[src/rtl/serial_adder_pkg.sv]
// Shared types and constants for the bit-serial adder.
// Optional overflow output is enabled with `SERIAL_ADDER_OVF_EN.
package serial_adder_pkg;

   typedef enum logic [1:0] {
      IDLE,
      SHIFT,
      DONE
   } sa_state_e;

   localparam int SA_DEFAULT_WIDTH = 8;

   function automatic int sa_cnt_w(input int width);
      return (width < 2) ? 1 : $clog2(width);
   endfunction

endpackage

[src/rtl/serial_adder_fa_cell.sv]
// One-bit combinational full adder used by serial_adder.
module fa_cell (
   input  logic a,
   input  logic b,
   input  logic cin,
   output logic s,
   output logic cout
);

   assign s    = a ^ b ^ cin;
   assign cout = (a & b) | (a & cin) | (b & cin);

endmodule

[src/rtl/serial_adder.sv]
// Bit-serial adder: {cout,sum} = a + b + cin, one bit per clock, LSB first.
// Define SERIAL_ADDER_OVF_EN to add the signed overflow output ovf.
module serial_adder
   import serial_adder_pkg::*;
#(
   parameter int WIDTH = SA_DEFAULT_WIDTH
) (
   input  logic             clock,
   input  logic             resetn,
   input  logic             start,
   input  logic [WIDTH-1:0] a,
   input  logic [WIDTH-1:0] b,
   input  logic             cin,
   output logic             busy,
   output logic             done,
   output logic [WIDTH-1:0] sum,
   output logic             cout
`ifdef SERIAL_ADDER_OVF_EN
   ,
   output logic             ovf
`endif
);

   localparam int CW = sa_cnt_w(WIDTH);
   localparam logic [CW-1:0] LAST = CW'(WIDTH - 1);

   sa_state_e        state_q;
   sa_state_e        state_d;
   logic [WIDTH-1:0] a_q;
   logic [WIDTH-1:0] b_q;
   logic [WIDTH-1:0] sum_q;
   logic             carry_q;
   logic [CW-1:0]    cnt_q;
   logic             shift_en;
   logic             accept;
   logic             fa_s;
   logic             fa_c;

   assign shift_en = (state_q == SHIFT);
   assign accept   = start && !shift_en;

   fa_cell u_fa (
      .a    (a_q[0]),
      .b    (b_q[0]),
      .cin  (carry_q),
      .s    (fa_s),
      .cout (fa_c)
   );

   always_comb begin
      state_d = state_q;
      unique case (state_q)
         IDLE:    if (start) state_d = SHIFT;
         SHIFT:   if (cnt_q == LAST) state_d = DONE;
         DONE:    state_d = start ? SHIFT : IDLE;
         default: state_d = IDLE;
      endcase
   end

   always_ff @(posedge clock or negedge resetn) begin
      if (!resetn) begin
         state_q <= IDLE;
      end else begin
         state_q <= state_d;
      end
   end

   // Operands drain LSB first; the result fills from the MSB side.
   always_ff @(posedge clock or negedge resetn) begin
      if (!resetn) begin
         a_q     <= '0;
         b_q     <= '0;
         sum_q   <= '0;
         carry_q <= 1'b0;
         cnt_q   <= '0;
      end else if (accept) begin
         a_q     <= a;
         b_q     <= b;
         carry_q <= cin;
         cnt_q   <= '0;
      end else if (shift_en) begin
         a_q     <= {1'b0, a_q[WIDTH-1:1]};
         b_q     <= {1'b0, b_q[WIDTH-1:1]};
         sum_q   <= {fa_s, sum_q[WIDTH-1:1]};
         carry_q <= fa_c;
         cnt_q   <= cnt_q + CW'(1);
      end
   end

`ifdef SERIAL_ADDER_OVF_EN
   logic last;
   logic ovf_q;

   assign last = shift_en && (cnt_q == LAST);

   // On the MSB step the carry flop holds the carry into the sign bit.
   always_ff @(posedge clock or negedge resetn) begin
      if (!resetn) begin
         ovf_q <= 1'b0;
      end else if (last) begin
         ovf_q <= carry_q ^ fa_c;
      end
   end

   assign ovf = ovf_q;
`endif

   assign busy = shift_en;
   assign done = (state_q == DONE);
   assign sum  = sum_q;
   assign cout = carry_q;

endmodule

[config.mk]
export PLATFORM = sky130hd
export DESIGN_NAME = serial_adder
export DESIGN_NICKNAME = d
export VERILOG_FILES = /design/src/rtl/serial_adder_pkg.sv /design/src/rtl/serial_adder_fa_cell.sv /design/src/rtl/serial_adder.sv
export SDC_FILE = /design/constraint.sdc
export NUM_CORES = 1
export LEC_CHECK = 0
export ABC_AREA = 0
export BUFFER_PORTS_ARGS = -buffer_cell sky130_fd_sc_hd__clkbuf_2
export CORE_MARGIN = 1.5
export CORE_UTILIZATION = 35
export CTS_BUF_LIST = sky130_fd_sc_hd__clkbuf_16
export CTS_CLUSTER_SIZE = 28
export DETAILED_ROUTE_END_ITERATION = 10
export HOLD_SLACK_MARGIN = 0.12
export PLACE_DENSITY = 0.57
export SLEW_MARGIN = 30
export SYNTH_ARGS = -nofsm -noshare
export SYNTH_HDL_FRONTEND = slang
export SYNTH_HIERARCHICAL = 1
export SYNTH_SLANG_ARGS = --single-unit
[constraint.sdc]
create_clock -name clock -period 1.6 [get_ports clock]
set_input_delay 0.32 -clock clock [delete_from_list [all_inputs] [get_ports clock]]
set_output_delay 0.32 -clock clock [all_outputs]
set_load 0.01 [all_outputs]
# --- Word level (Yosys, flattened, before mapping) ---
# Cells that the tools add are included.
totals:
  regBits: 30
  latch_bits: 0
  mem_bits_rw: 0
  romBits: 0
  inputBits: 20
  output_inout_bits: 11
  elab_cells: 38
  n_memories: 0
op_classes:
  add_sub_neg: 1
  mul: 0
  div: 0
  order_cmp: 0
  n_eq_ne: 5
  shift: 0
  muxes: 12
  bitwise: 8
  reduce_logical: 6
ops:
  columns: ["op", "count"]
  rows:
  - ["8-bit two-way mux", 4]
  - ["3-bit two-way mux", 2]
  - ["2-bit one-hot mux with 3 select lines", 1]
  - ["2-bit two-way mux", 2]
  - ["2-bit AND reduction", 2]
  - ["3-bit by 1-bit adder with 3-bit output, second input constant", 1]
  - ["1-bit AND", 3]
  - ["3-bit equality test, second input constant", 1]
  - ["1-bit two-way mux", 3]
  - ["2-bit by 1-bit equality test with 1-bit output, second input constant", 1]
  - ["2-bit equality test, second input constant", 1]
  - ["2-bit zero test", 1]
  - ["2-bit by 1-bit inequality test with 1-bit output, second input constant", 1]
  - ["2-bit inequality test, second input constant", 1]
  - ["1-bit bitwise OR", 2]
  - ["2-bit nonzero test", 1]
  - ["1-bit XOR", 2]
  - ["1-bit logical AND", 1]
  - ["1-bit zero test", 1]
  - ["1-bit NOT", 1]

# --- Longest topological paths before layout ---
# Gate-level depths: netlist (run 1).
logic_depth:
  word_depth: 5
  ltp_mapped: 4
  mapped_depth_nobuf: 3

# --- By module ---
# The synthesis (run 1) kept the hierarchy.
modules_own_cells:
  columns: ["module", "n_inst", "cells_each", "area_per_inst_um2"]
  rows:
  - ["serial_adder", 1, 91, 1491.4]
  - ["fa_cell", 1, 1, 20.0]

# --- Least setup slack after synthesis (run 1) ---
# No wires, ideal clock.
synth_timing:
  kind: "reg2reg"
  start: "register state_q[1]"
  end: "register sum_q[7], in the netlist sum[7]"
  setup_ns: 0.125
  arrival_time_ns: 1.105
  required_time_ns: 1.475
  path_slack_ns: 0.370
  stages_incl_launch_ff: 5
  period_less_slack_ns: 1.230
  cell_sequence: "dfrtp_1 nand2b_1 buf_6 inv_1 mux2_2"
synth_via:
  elab_chain_len: 5
synth_lines:
  columns: ["item", "line", "text"]
  rows:
  - ["start, declared", "serial_adder.sv:27", "sa_state_e state_q;"]
  - ["start signal, assigned", "serial_adder.sv:64", "state_q <= state_d;"]
  - ["2-bit by 1-bit equality test with 1-bit output *", "serial_adder.sv:39", "assign shift_en = (state_q == SHIFT);"]
  - ["via busy", "serial_adder.sv:14", "output logic busy,"]
  - ["1-bit zero test", "serial_adder.sv:40", "assign accept = start && !shift_en;"]
  - ["1-bit logical AND", "serial_adder.sv:40", null]
  - ["1-bit NOT (no line)", null, null]
  - ["2-bit AND reduction (no line) *", null, null]
  - ["end signal, assigned", "serial_adder.sv:84", "sum_q <= {fa_s, sum_q[WIDTH-1:1]};"]
  - ["end, declared", "serial_adder.sv:31", "logic [WIDTH-1:0] sum_q;"]
# Mark *: on every way through the listed nets, which the timed path passes. The rest lies on a longest branch.
# A chain may end at the register's enable or synchronous reset.

# --- Worst setup path in the final report (run 1) ---
layout_timing:
  start: "register state_q[1]"
  end: "output busy"
layout_via:
  elab_chain_len: 1
layout_lines:
  columns: ["item", "line"]
  rows:
  - ["2-bit by 1-bit equality test with 1-bit output", "serial_adder.sv:39"]
  - ["end, declared", "serial_adder.sv:14"]
# No other way between the ends.

==> summary.txt, run 1 <==
Status
  – Outcome: finished, final reports clean

Timing
  – RSZ-0062 raised after global routing: no
  – Final Hold Fails: 0
  – Worst Skew: 3.265 ps
  – Fmax: 0.6899 GHz
  – Final slew viol count: 0
  – Sum Neg Setup Slack: 0 ps
  – Tcrit/Tclk final: between 90% and 100%
  – Setup violators final: 0
  – Max-slew headroom: 74.94%
  – Hold slack final: around 310 ps
  – Fin crit period: 1450 ps
  – Worst-Margin Slew: 375.8 ps

Floorplan
  – Die Wd: 68.72 um
  – Area of the core: just over 0.004 mm^2
  – Die height: 68.72 um
  – I/O pin total: 31
  – Cell Rows: 23
  – Initial Utilization: 36.99%
  – Die Area: 0.004722 mm^2

Logic synthesis
  – #FFs+latches synth: 30
  – Synth warn: 6
  – Synth top area cells: dfrtp_1 50%, mux2_4 32%, mux2_2 6.0%, buf_6 3.7%, mux2i_1 2.0%
  – Avg Inst Size Synth: 16.43 um^2
  – Synth Net Count: 115
  – Gate count after technology mapping: 92
  – Synth unique cells: 13
  – Synth top area share: between 40% and 50%
  – Post-Synthesis Cell Area: 0.001511 mm^2
  – Area leader, netlist: dfrtp_1
  – Sequential area share after synthesis: 49.67%

Worst setup path
  – RR Startpoint: state_q[0]
  – Worst path buffer plus inverter count: 2
  – Worst path cell trace: nand2b_1, inv_1, clkbuf_2
  – CP max stage delay: ~360 ps
  – Critical path launch point type: flop
  – Top delay family on crit path: flip-flops
  – Critical Path End Type: output port
  – R2r setup slk: 320 ps
  – Worst Path Required: 1280 ps
  – Reg2Reg Capture Point: sum[4]
  – Arr. time, crit path: 1130 ps
  – R2R depth: 3
  – Crit path max fanout: 5
  – Critical-path top delay cell: dfrtp_1
  – Critical path class: flop to output port

Cells and area
  – Synth-to-Final Area Change: 22.93%
  – Final nets: ~150
  – Final non-filler cell total: 180
  – Ant. Diodes: 0
  – Fin util: 45.47%
  – Share of cells above drive strength 1: 61.54%
  – Final Cell Area: between 0.0015 and 0.002 mm^2

Global routing
  – Largest net degree at the start of global routing: 31
  – Antenna violations before repair: 0
  – Vias in the first global route: 921
  – All-Layer GR Usage: 13.29%
  – First-pass GRT wire length: 4319 um
  – Grt total ovfl: 0

Route
  – Routed Antenna Nets: 0
  – DRC errors left: 0
  – Vias per cell: 4.611
  – Pre-Repair DR Iteration Count: 4
  – DR WL/cell: between 10 and 15 um
  – Iter 0 DRT Violations: 25
  – Final wirelength: 2587 um
  – Vias: 830

Placement
  – Port bufs: 30
  – Post-DP HPWL: approximately 1800 um
  – Placed instance area: 0.001710 mm^2
  – Routability Congestion: 0.6552
  – Placed Cells: 171

CTS
  – Clk slew on worst S/H paths: 50 ps
  – Hold-fix buffers at CTS: 1
  – CTS Buf Count: 5
  – Htree depth: 2
  – Clock sink total: 30
  – Clock Path Buffers: 2
  – Post_cts resized: 0
  – TritonCTS clock tree: done
  – Post-CTS setup buffers: 0
  – CTS root buffer: clkbuf_16
  – Clk_lat worst skew: around 270 ps

Worst hold path
  – HP Start: a[7]
  – Worst Hold Class: primary input to flop
  – WHS Path Cells: 3
  – Worst hold endpoint: a_q[7]

Flow run
  – Max-cap check violation count: 0

Power
  – Worst vdd ir: 0.0007619 V
  – Cell Pwr Density: 1999 mW/mm^2
  – Leakage: 0.9520 nW
-- worst register-to-register path, delay by kind of cell, from the launching register on --
kind,cells,cell delay (ps)
simple gates,1,120
flops,1,390
mux,1,380
buf+inv,1,280
-- sequential cells by signal, summed over array words and instances (netlist names) --
register	flops
cnt_q	3
cout	1
state_q	2
sum	8
a_q	8
b_q	8
-- area by class of cell --
| cell class | count | area [um^2] |
|---|---|---|
| fillers | 384 | 2228 |
| clock inverters | 3 | 12.51 |
| clock buffers | 5 | 125.1 |
| flip-flops and latches | 30 | 750.7 |
| repair buffers | 35 | 202.7 |
| multi-input cells | 55 | 696.9 |
| well taps | 50 | 62.56 |
| inverters | 2 | 7.507 |
-- synthesized netlist by cell type --
cell / instances
fa_1: 1
inv_1: 2
dfrtp_1: 30
ha_1: 2
mux2i_1: 3
nor2_1: 2
nor2b_1: 3
mux2_2: 8
and2_1: 1
nand2b_1: 2
buf_6: 5
mux2_4: 32
o22ai_1: 1
-- how the worst max path moves through the flow --
| stage | from | endpoint | slack, ps | depth (start not counted) |
|---|---|---|---|---|
| after detailed placement | start | b_q[0] | 250 | 4 |
| after global placement | start | b_q[0] | 280 | 4 |
| final | state_q[1] | busy | 150 | 3 |
| after global routing | state_q[1] | busy | 70 | 3 |
| after CTS | state_q[1] | busy | 130 | 3 |
| after floorplan | state_q[1] | sum[7] | 370 | 4 |
-- routing by layer --
metal  GRT usage (%)  vias to the layer above  routed length [um]
met5               0                        -                   0
met4           5.147                        0                  16
met3           6.006                        2                 152
met2           21.27                       18                1335
met1           15.58                      415                1083
li1                -                      395                   -
-- per-stage QoR --
stage          setup WS, ps  power, W
3_5_place_dp          253.8  0.002887
4_1_cts               129.7  0.003779
6_report              150.4  0.003715
2_1_floorplan         369.8  0.002546
5_1_grt               65.55  0.003980
3_3_place_gp          275.2  0.002822
-- report_power, final --
part	switching [W]	internal, W
clock network	0.000305	0.000560
logic	0.000541	0.000958
registers	0.000232	0.00112
-- layout by cell type (no fill, tap or decap), drive strengths merged --
cell,count
dlygate4sd3,1
o22ai,1
clkinv,2
mux2i,3
dfrtp,30
mux2,40
fa,1
nor2b,3
nor2,2
ha,2
inv,3
nand2b,2
clkbuf,35
and2,1
buf,4
-- logic make-up after synthesis --
group           after synthesis  share of synthesized area (%)
compound gates                1                         0.4142
fa+ha+maj                     3                          2.980
buf+inv                       7                          4.222
flops                        30                          49.67
mux                          43                          39.74
simple gates                  8                          2.981
Power figures use the tool's default switching activity.
==> run 2: changes to the inputs <==
==> constraint.sdc (replaced) <==
create_clock -name clock -period 1.55 [get_ports clock]
set_input_delay 0.31 -clock clock [delete_from_list [all_inputs] [get_ports clock]]
set_output_delay 0.31 -clock clock [all_outputs]
set_load 0.01 [all_outputs]
==> summary.txt, run 2 (same netlist as run 1, synthesis figures left out) <==
Placement
  – Port bufs: 30
  – Placed instance area: around 0.0017 mm^2
  – Post-DP HPWL: roughly 1800 um
  – Routability Congestion: 0.6741
  – Pre-CTS setup slack: ~220 ps

Worst setup path
  – Crit path capture: busy
  – Worst Path Required: about 1200 ps
  – Arr. time, crit path: 1130 ps
  – Reg2Reg Capture Point: sum[7]
  – R2r setup slk: 270 ps
  – Crit path max fanout: 5
  – Critical Path End Type: output port
  – Critical path launch point type: flop
  – R2R depth: 2
  – CP Launch Point: state_q[1]
  – RR Startpoint: a_q[0]
  – Critical path class: flop to output port

Power
  – Gate power share: 39.1%
  – Worst vdd ir: 0.0007350 V
  – Pint: 0.002909 W
  – Seq pwr share: 34.6%
  – Sw Ratio: 27.76%
  – Clock Power Share: about a quarter
  – Cell Pwr Density: 2130 mW/mm^2
  – Leakage: 0.9710 nW
  – Psw: between 0.001 and 0.0015 W

CTS
  – CTS root buffer: clkbuf_16
  – TritonCTS clock tree: done
  – CTS Buf Count: 5
  – Post-CTS setup buffers: 0
  – Htree depth: 2
  – Clock Path Buffers: 2
  – Clk_lat worst skew: 270 ps
  – Clk slew on worst S/H paths: 50 ps
  – Clock sink total: 30

Floorplan
  – Area of the core: ~0.0041 mm^2
  – Initial Utilization: 36.99%
  – Die Area: 0.004722 mm^2
  – I/O pin total: 31
  – Die height: 68.72 um
  – Cell Rows: 23
  – Die Wd: 68.72 um

Timing
  – Final Worst Setup Slack: 106.8 ps
  – Fmax: 0.6929 GHz
  – Final Hold Fails: 0
  – Sum Neg Setup Slack: 0 ps
  – Max-slew headroom: 74.92%
  – Tcrit/Tclk final: 93.11%
  – Final slew viol count: 0
  – Worst Skew: 3.314 ps
  – Fin crit period: 1443 ps
  – RSZ-0062 raised after global routing: no
  – Setup violators final: 0
  – Worst-Margin Slew: ~380 ps

Worst hold path
  – WHS Path Cells: 3
  – Worst Hold Class: primary input to flop

Cells and area
  – Final Cell Area: ~0.0019 mm^2
  – Commonest cells after routing, fill and taps aside: 32 x mux2_4, 30 x dfrtp_1, 30 x clkbuf_2, 8 x mux2_2, 5 x clkbuf_16
  – Synth-to-Final Area Change: 25.08%
  – FF/Latch Area: 750.7 um^2
  – Multi-input gate area: 696.9 um^2
  – Final nets: 153
  – Fillcell total: 388
  – Most common cell after layout, fill and taps aside: mux2_4
  – Ant. Diodes: 0
  – Share of cells above drive strength 1: 61.83%

Global routing
  – Antenna violations before repair: 0
  – Largest net degree at the start of global routing: 31
  – Grt total ovfl: 0
  – First-pass GRT wire length: 4402 um
  – All-Layer GR Usage: about an eighth
  – Vias in the first global route: roughly 900

Route
  – Routed Antenna Nets: 0
  – Pre-Repair DR Iteration Count: 3
  – Vias: ~830
  – Vias per cell: 4.597
  – Final wirelength: 2542 um
  – DRC errors left: 0
  – Iter 0 DRT Violations: 34
  – DR WL/cell: between 10 and 15 um

Status
  – Outcome: finished, final reports clean

Flow run
  – Max-cap check violation count: 0
run 2: area by class of cell:
cell class	instances	share of cell area (%)
well taps	50	3.309
flip-flops and latches	30	39.71
clock buffers	5	6.618
multi-input cells	55	36.86
repair buffers	36	11.12
inverters	2	0.3971
clock inverters	3	1.985
run 2: worst max-delay path: stages, from the launching register on:
cell	delay, ps
dfrtp_1	360
nand2b_1	180
inv_1	170
clkbuf_2	160
run 2: per-stage QoR:
step	power [W]	hold WS (ps)	util, %	cells
after floorplan	0.002628	14.41	-	92
after CTS	0.004081	293.5	46.26	181
after global placement	0.002950	341.0	42.04	172
after detailed placement	0.003002	352.1	42.04	172
after global routing	0.004307	297.0	46.26	181
final	0.004027	292.7	46.26	181
run 2: worst min path at each step:
stage / start / end / slack [ps]
floorplan: resetn / a_q[0] / 10
detailed placement: resetn / a_q[2] / 350
finish: a[7] / a_q[7] / 290
global route: a[7] / a_q[7] / 300
CTS: a[7] / a_q[7] / 290
global placement: resetn / a_q[2] / 340
run 2: power by group through the flow:
| stage | logic (W) | clock network [W] | registers (W) |
|---|---|---|---|
| finish | 0.00157 | 0.00106 | 0.00139 |
| global placement | 0.00156 | 0 | 0.00139 |
| floorplan | 0.00123 | 0 | 0.00140 |
| detailed placement | 0.00160 | 0 | 0.00140 |
| global route | 0.00174 | 0.00113 | 0.00144 |
| CTS | 0.00161 | 0.00108 | 0.00140 |
run 2: what timing repair did:
item | 4_1_cts | 5_1_grt
gates resized for setup | 0 | 0
hold buffers | 1 | 0
hold endpoints to repair | 30 | 0
run 2: per-layer routing:
| layer | wire, um | part of all wire (%) | vias up | track usage, % |
|---|---|---|---|---|
| met5 | 0 | 0 | - | 0 |
| met4 | 38 | 1.5 | 0 | 6.618 |
| met2 | 1249 | 49 | 20 | 20.55 |
| li1 | - | - | 395 | - |
| met3 | 106 | 4.2 | 4 | 4.383 |
| met1 | 1148 | 45 | 413 | 16.51 |
==> run 3: changes to the inputs <==
--- a/config.mk
+++ b/config.mk
@@ -13,7 +13,7 @@
 export CTS_CLUSTER_SIZE = 28
 export DETAILED_ROUTE_END_ITERATION = 10
 export HOLD_SLACK_MARGIN = 0.12
-export PLACE_DENSITY = 0.57
+export PLACE_DENSITY = 0.59
 export SLEW_MARGIN = 30
 export SYNTH_ARGS = -nofsm -noshare
 export SYNTH_HDL_FRONTEND = slang
==> constraint.sdc (replaced) <==
create_clock -name clock -period 1.2 [get_ports clock]
set_input_delay 0.24 -clock clock [delete_from_list [all_inputs] [get_ports clock]]
set_output_delay 0.24 -clock clock [all_outputs]
set_load 0.01 [all_outputs]
==> summary.txt, run 3 (same netlist as run 1, synthesis figures left out) <==
Timing
  – Final slew viol count: 0
  – Worst-Margin Slew: 380.4 ps
  – RSZ-0062 raised after global routing: yes
  – Fmax: just under 0.8 GHz
  – Fin crit period: about 1300 ps
  – Setup violators final: 16
  – Worst Skew: 2.831 ps
  – Tcrit/Tclk final: 107.0%
  – Final Hold Fails: 0
  – Max-slew headroom: 74.64%
  – Final Worst Setup Slack: -84.47 ps

Global routing
  – Largest net degree at the start of global routing: 31
  – Vias in the first global route: around 1000
  – Antenna violations before repair: 0
  – All-Layer GR Usage: roughly 14%
  – Grt total ovfl: 0
  – First-pass GRT wire length: 4643 um

Placement
  – Post-DP HPWL: between 1500 and 2000 um
  – Placed Cells: 180
  – Routability Congestion: 0.6920
  – Port bufs: 30
  – Pre-CTS setup slack: -57.41 ps
  – Placed instance area: between 0.0015 and 0.002 mm^2

Cells and area
  – Final nets: 165
  – Final Cell Area: between 0.002 and 0.0025 mm^2
  – Most common cell after layout, fill and taps aside: mux2_4
  – Commonest cells after routing, fill and taps aside: 32 x mux2_4, 30 x dfrtp_1, 28 x clkbuf_2, 12 x buf_4, 8 x mux2_2
  – Share of cells above drive strength 1: between 60% and 70%
  – Ant. Diodes: 0
  – Final non-filler cell total: 193
  – Synth-to-Final Area Change: 35.02%

Route
  – Final wirelength: 2750 um
  – Iter 0 DRT Violations: 28
  – Vias: 873
  – DR WL/cell: 14.25 um
  – Vias per cell: 4.523
  – Pre-Repair DR Iteration Count: 4
  – DRC errors left: 0
  – Routed Antenna Nets: 0

Power
  – Worst vdd ir: just over 0.001 V
  – Cell Pwr Density: 2740 mW/mm^2
  – Total chip power: 0.005592 W
  – Leakage: 1.034 nW

CTS
  – CTS Buf Count: 5
  – CTS root buffer: clkbuf_16
  – Clock sink total: 30
  – Clk slew on worst S/H paths: 50 ps
  – Clock Path Buffers: 2
  – TritonCTS clock tree: done
  – Htree depth: 2
  – Clk_lat worst skew: around 270 ps

Floorplan
  – Die height: 68.72 um
  – Die Area: around 0.0047 mm^2
  – Initial Utilization: 36.99%
  – Die Wd: 68.72 um
  – I/O pin total: 31
  – Cell Rows: 23
  – Area of the core: 0.004086 mm^2

Status
  – Failing checks: setup timing
  – Outcome: complete, but fails checks

Worst hold path
  – HP Start: a[7]
  – Worst Hold Class: primary input to flop

Worst setup path
  – CP max stage delay: 370 ps
  – Critical-path top delay cell: dfrtp_1
  – Worst Path Required: approximately 960 ps
  – Worst path buffer plus inverter count: 3
  – Critical path class: flop to output port
  – Critical Path End Type: output port
  – CP Launch Point: state_q[1]
  – Most frequent CP cell: buf_6
  – Arr. time, crit path: between 1000 and 1500 ps
  – Top delay family on crit path: flip-flops
  – Worst path cell trace: nand2b_4, buf_6, inv_4, buf_6
  – Crit path max fanout: 3
  – RR Startpoint: state_q[0]
  – Critical path launch point type: flop

Flow run
  – Max-cap check violation count: 0
[run 3: layout make-up]
| class | count | area [um^2] |
|---|---|---|
| fillers | 374 | 2046 |
| clock inverters | 3 | 40.04 |
| repair buffers | 48 | 330.3 |
| flip-flops and latches | 30 | 750.7 |
| well taps | 50 | 62.56 |
| multi-input cells | 55 | 721.9 |
| inverters | 2 | 10.01 |
| clock buffers | 5 | 125.1 |
[run 3: worst paths after layout]
kind / slack (ps) / cells after the start / endpoint
setup reg to reg: -50 / 3 / sum[0]
max in group asynchronous: 400 / 3 / cnt_q[0]
min in group asynchronous: 510 / 3 / a_q[2]
hold reg to reg: 510 / 1 / a_q[2]
setup / recovery: -80 / 4 / busy
hold / removal: 220 / 3 / a_q[7]
[run 3: worst min-delay path: cells and delay by family]
family                 cells  cell delay, ps
and+or+nand+nor            1              80
buffers and inverters      1              70
muxes                      1              60
[run 3: where the power goes]
part           internal (W)  switching (W)  leakage (nW)
combinational       0.00156       0.000823         0.579
clock              0.000969       0.000423        0.0836
sequential          0.00149       0.000324         0.371
[run 3: routing by layer]
layer / part of all wire [%] / vias up / GRT usage [%]
met5: 0 / - / 0
met4: 0.91 / 0 / 4.412
met3: 5.1 / 4 / 5.195
met2: 52 / 16 / 23.44
met1: 42 / 434 / 16.29
li1: - / 419 / -
[run 3: what timing repair did]
item	CTS	global route
buffers inserted	3	1
resized for setup	6	5
endpoints found under the hold margin	30	0
setup endpoints to repair	18	21
hold buffers	1	0
pin swaps	1	0
[run 3: stage by stage]
stage                     TNS [ps]  hold WS, ps  utilization (%)
after floorplan             -10.88       -55.59                -
after global placement      -531.9        271.3            43.82
after detailed placement    -797.6        277.0            43.82
after CTS                   -498.7        227.0            49.42
after global routing         -1248        249.7            49.94
final                       -488.8        223.4            49.94
